### src/rtl/alu_top.sv
// Registered 4-function ALU.
//   op 00: signed subtract A - B
//   op 01: bitwise NAND
//   op 10: leading-ones count of {i_arg0, i_arg1}
//   op 11: one-hot to binary decode of {i_arg1, i_arg0}
// Ports:
//   i_clk    - clock, rising edge active
//   i_rstn   - asynchronous active-low reset
//   i_arg0   - operand A (signed, LEN bits)
//   i_arg1   - operand B (signed, LEN bits)
//   i_oper   - operation select
//   o_result - registered result (signed, WIDTH bits)
//   o_flag   - registered status {OVERFLOW, POS, NEG, ERR}
// Only WIDTH == LEN is supported.
module alu_top #(
  parameter int unsigned WIDTH = 4,
  parameter int unsigned LEN   = 4
) (
  input  logic             i_clk,
  input  logic             i_rstn,
  input  logic [LEN-1:0]   i_arg0,
  input  logic [LEN-1:0]   i_arg1,
  input  logic [1:0]       i_oper,
  output logic [WIDTH-1:0] o_result,
  output logic [3:0]       o_flag
);

  // Largest value representable as a positive signed WIDTH-bit number.
  localparam int unsigned MaxPos = (2 ** (WIDTH - 1)) - 1;

  localparam logic [1:0] OpSub  = 2'b00;
  localparam logic [1:0] OpNand = 2'b01;
  localparam logic [1:0] OpLone = 2'b10;
  localparam logic [1:0] OpDec  = 2'b11;

  logic [WIDTH-1:0] result_d, result_q;
  logic [3:0]       flag_d, flag_q;

  logic [WIDTH-1:0] diff;
  logic [2*LEN-1:0] cnt_vec;
  logic [2*LEN-1:0] dec_vec;
  logic [31:0]      lone_cnt;
  logic [31:0]      set_cnt;
  logic [31:0]      set_idx;
  logic             run;
  logic             err;
  logic             ovf;

  // Leading-ones count: stop counting at the first zero below the MSB.
  always_comb begin
    cnt_vec  = {i_arg0, i_arg1};
    lone_cnt = '0;
    run      = 1'b1;
    for (int i = 2 * LEN - 1; i >= 0; i--) begin
      if (run && cnt_vec[i]) begin
        lone_cnt = lone_cnt + 32'd1;
      end else begin
        run = 1'b0;
      end
    end
  end

  // One-hot decode: count set bits and remember the position of the last one seen.
  always_comb begin
    dec_vec = {i_arg1, i_arg0};
    set_cnt = '0;
    set_idx = '0;
    for (int i = 0; i < 2 * LEN; i++) begin
      if (dec_vec[i]) begin
        set_cnt = set_cnt + 32'd1;
        set_idx = 32'(i);
      end
    end
  end

  always_comb begin
    diff     = i_arg0 - i_arg1;
    result_d = '0;
    err      = 1'b0;
    ovf      = 1'b0;
    unique case (i_oper)
      OpSub: begin
        result_d = diff;
        // Overflow only possible when operand signs differ.
        ovf = (i_arg0[LEN-1] != i_arg1[LEN-1]) && (diff[WIDTH-1] != i_arg0[LEN-1]);
      end
      OpNand: begin
        result_d = ~(i_arg0 & i_arg1);
      end
      OpLone: begin
        result_d = lone_cnt[WIDTH-1:0];
        ovf      = lone_cnt > MaxPos;
      end
      OpDec: begin
        if (set_cnt == 32'd1) begin
          result_d = set_idx[WIDTH-1:0];
          ovf      = set_idx > MaxPos;
        end else begin
          err = 1'b1;
        end
      end
      default: begin
        result_d = '0;
      end
    endcase
    // NEG/POS come from the final truncated result.
    flag_d = {ovf,
              (result_d != '0) && !result_d[WIDTH-1],
              result_d[WIDTH-1],
              err};
  end

  always_ff @(posedge i_clk or negedge i_rstn) begin
    if (!i_rstn) begin
      result_q <= '0;
      flag_q   <= '0;
    end else begin
      result_q <= result_d;
      flag_q   <= flag_d;
    end
  end

  assign o_result = result_q;
  assign o_flag   = flag_q;

endmodule

### config.mk
export PLATFORM = sky130hd
export DESIGN_NAME = alu_top
export DESIGN_NICKNAME = d
export VERILOG_FILES = /design/src/rtl/alu_top.sv
export SDC_FILE = /design/constraint.sdc
export NUM_CORES = 1
export LEC_CHECK = 0
export CAP_MARGIN = 40
export CORE_ASPECT_RATIO = 1.75
export CORE_MARGIN = 4
export CORE_UTILIZATION = 50
export CTS_CLUSTER_DIAMETER = 30
export DETAILED_ROUTE_END_ITERATION = 16
export GPL_TIMING_DRIVEN = 0
export PLACE_DENSITY = 0.74
export SLEW_MARGIN = 25
export SYNTH_ARGS = -nofsm -noshare
export SYNTH_HDL_FRONTEND = slang
export SYNTH_SLANG_ARGS = --single-unit
### constraint.sdc
create_clock -name i_clk -period 0.8 [get_ports i_clk]
set_input_delay 0.2 -clock i_clk [delete_from_list [all_inputs] [get_ports i_clk]]
set_output_delay 0.2 -clock i_clk [all_outputs]
set_load 0.05 [all_outputs]
==> summary.txt <==
Status
  – Status: finished, violations left
  – Failing checks: negative setup slack

CTS
  – Clk slew on worst S/H paths: ~0.04 ns
  – Htree depth: 1
  – CTS sink count: 7
  – CTS Buf Count: 3
  – Clock Path Buffers: 2
  – TritonCTS clock tree: yes
  – Clock root buffer: clkbuf_8

Pwr
  – Peak VDD IR: around 1.1 mV
  – P_int: around 0.0019 W
  – PD cells: ~1500 nW/um2
  – Leak pwr: approximately 0.94 nW
  – Clk pwr share: 0.150
  – Power, Total: ~0.0033 W
  – Sw Share: 0.415
  – Comb pwr share: 0.718
  – Sw power: about 0.0014 W
  – Sequential share of power: 0.132

Global route
  – Global-route wire length before repair: approximately 6600 um
  – Total GRT Usage: 0.235
  – Initial antenna violation count: 0
  – Largest net degree at the start of global routing: 11
  – Vias in the first global route: between 1,000 and 1,500
  – GRT overflow: 0

Synth
  – Syn. warnings: 0
  – FFs w/ async S/R, synth: 1.00
  – Main synth FF type: dfrtp_1
  – Area contributors post-synth: ha_1 (17%), dfrtp_1 (13%), nand2_1 (5.1%), xor2_1 (5.0%), xnor2_1 (4.4%)
  – Yosys top cell area share: 0.171
  – Synth Register Bits: 7
  – EDFF count, synth: 0
  – Netlist cell types: between 50 and 60
  – Largest area contributor in the netlist: ha_1
  – Mapped Nets: between 200 and 250
  – Post-Syn Area: 1390 um2
  – Cell count after synthesis: about 180
  – Sequential fraction of the synthesis area: 0.126
  – Avg Cell Area, Syn: a little under 8 um2

Cells and area
  – Layout cells sized above 1: 0.397
  – Multi-input gate area: between 1000 and 1500 um2
  – N_diodes: 0
  – Reg area: around 180 um2
  – Non-Filler Instances: 251
  – Area growth from synthesis to layout: 53.8%
  – Final #Nets: 257
  – Commonest non-fill, non-tap cell in the layout: buf_4
  – Filler cell count: ~170
  – Most frequent cells in the layout: buf_4 (26), nand2_1 (15), nor2_1 (11), ha_1 (11), buf_6 (10)

Critical path
  – Critical path buffer and inverter count: 5
  – CP arrival: between 4 and 5 ns
  – Crit. End Element: register
  – Critical Path Most Common Cell: ha_4
  – CP Class: primary input to register
  – Largest delay contributor family on the critical path: adder cells
  – Worst path slowest cell: or4_4
  – Max FO, Critical Path: 4
  – CP peak stage delay: ~0.58 ns
  – CP Data Required Time: 0.96 ns
  – Crit-path cells: buf_12, clkinvlp_4, ha_4, xor2_4, ha_4, nand2_4, o31ai_4, ha_4, mux2_4, ha_4, inv_2, a21oi_4, nand2_2, inv_2, ha_4, nand2_2, o21ai_2, ha_2, inv_2, o2111ai_1, and3b_1, or4_4, o21ai_2, o31a_1
  – Startpoint types: primary input

STA
  – Setup ws final: -3.17 ns
  – Tcrit/Tclk final: 4.96
  – RSZ-0062 raised after global routing: yes
  – TNS Setup: -22.29 ns
  – Fin. Hold Viols: 0
  – Tmin final: around 4.0 ns
  – Max Slew Vio Count: 0
  – Max_slew headroom: 0.589
  – Slew @ Worst Pin: between 0.6 and 0.7 ns
  – # setup viols final: 15
  – Worst Hold Margin: 0.224 ns
  – Fmax: between 200 and 300 MHz

Placement
  – Sum of net half-perimeters after detailed placement: between 2000 and 3000 um
  – GP Congestion: ~0.82
  – Dpl cells: approximately 220
  – Setup WS pre-CTS: -4.50 ns
  – Port bufs: 18

Routing
  – Post-route ant nets: 0
  – Vias: 1,510
  – Routed len/inst: roughly 17 um
  – DRT Wirelength: around 4300 um
  – Drt pass-1 iters: 4
  – DRT iter0 DRCs: 45
  – # DRC: 0
  – Via density: ~6

Floorplanning
  – Core footprint: 2690 um2
  – Initial Util: 0.518
  – Die area: 3730 um2
  – # IOs: 20
  – Chip width: about 48 um
  – Row cnt: 25
  – Die H: between 70 and 80 um

Job
  – Max_cap viols: 0

Hold path
  – Worst hold path type: primary input to async pin
-- cell usage after synthesis, types with 2 or more instances --
cell      number
nor4_1         2
nand3b_1       2
nor3b_1        2
buf_2          3
o21ai_1        5
nand4_1        3
inv_1         11
a21bo_2        2
and2_1         2
xor2_1         8
o311ai_1       2
nand2b_1       2
nand2_1       19
nor2b_1        2
a31oi_1        3
mux2i_1        3
clkbuf_1       5
and3_1         2
nand3_1        4
o21ai_0        7
nor3_1         3
nor2_1        13
o31a_1         2
a21boi_0       2
ha_1          19
a21oi_1        7
a211oi_1       4
dfrtp_1        7
xnor2_1        7
-- sequential cells by signal (all words and copies together), names as in the netlist --
signal and count:
o_flag 4, o_result 3
-- final timing paths --
check                           from               endpoint  slack (ns)  cells past startpoint
min in group i_clk         i_oper[0]    o_flag[3]$_DFF_PN0_        0.35                      2
max in group asynchronous     i_rstn    o_flag[1]$_DFF_PN0_        0.33                      1
max                        i_arg0[1]    o_flag[2]$_DFF_PN0_       -3.17                     24
min                           i_rstn  o_result[1]$_DFF_PN0_        0.22                      1
-- cells by family (layout without fill, tap and decap cells) --
| family | Yosys count | in the layout | share of synthesized area |
|---|---|---|---|
| xor gates and xnor gates | 18 | 18 | 0.147 |
| DFF | 7 | 7 | 0.126 |
| buffers and inverters | 21 | 69 | 0.0619 |
| muxes | 5 | 5 | 0.0377 |
| adders and majority gates | 20 | 20 | 0.185 |
| AOI/OAI and AO/OA | 43 | 43 | 0.211 |
| and+or+nand+nor | 62 | 62 | 0.232 |
-- metrics by stage --
stage,cell area (um2),util
final,2140,0.797
after global routing,2140,0.797
after CTS,1950,0.724
after detailed placement,1680,0.623
after global placement,1680,0.623
after floorplan,1460,-
-- layout make-up --
type / instances / share of cell area
buffer: 9 / 0.0344
clock buffer: 4 / 0.0210
inverter: 12 / 0.0239
multi-input combinational: 148 / 0.635
sequential: 7 / 0.0823
tap: 27 / 0.0158
timing repair buffer: 44 / 0.188
-- layer usage --
layer,vias up,share of wire,track usage
li1,732,-,-
met1,729,0.37,0.256
met2,41,0.58,0.434
met3,8,0.035,0.0278
met4,0,0.014,0.0674
met5,-,0,0
-- power by group through the flow --
stage	combinational, W	sequential [W]	clock [W]
4_1_cts	0.00200	0.000432	0.000502
2_1_floorplan	0.00108	0.000604	0
6_report	0.00234	0.000431	0.000488
5_1_grt	0.00253	0.000435	0.000529
3_5_place_dp	0.00167	0.000426	0
3_3_place_gp	0.00160	0.000423	0
-- repair_timing --
action | CTS | global route
hold buffers | 0 | 0
setup buffers | 17 | 9
gates resized for setup | 106 | 21
pin swaps | 22 | 23
endpoints found under the hold margin | 0 | 0
setup endpoints to repair | 15 | 15
Power figures use the tool's default switching activity.
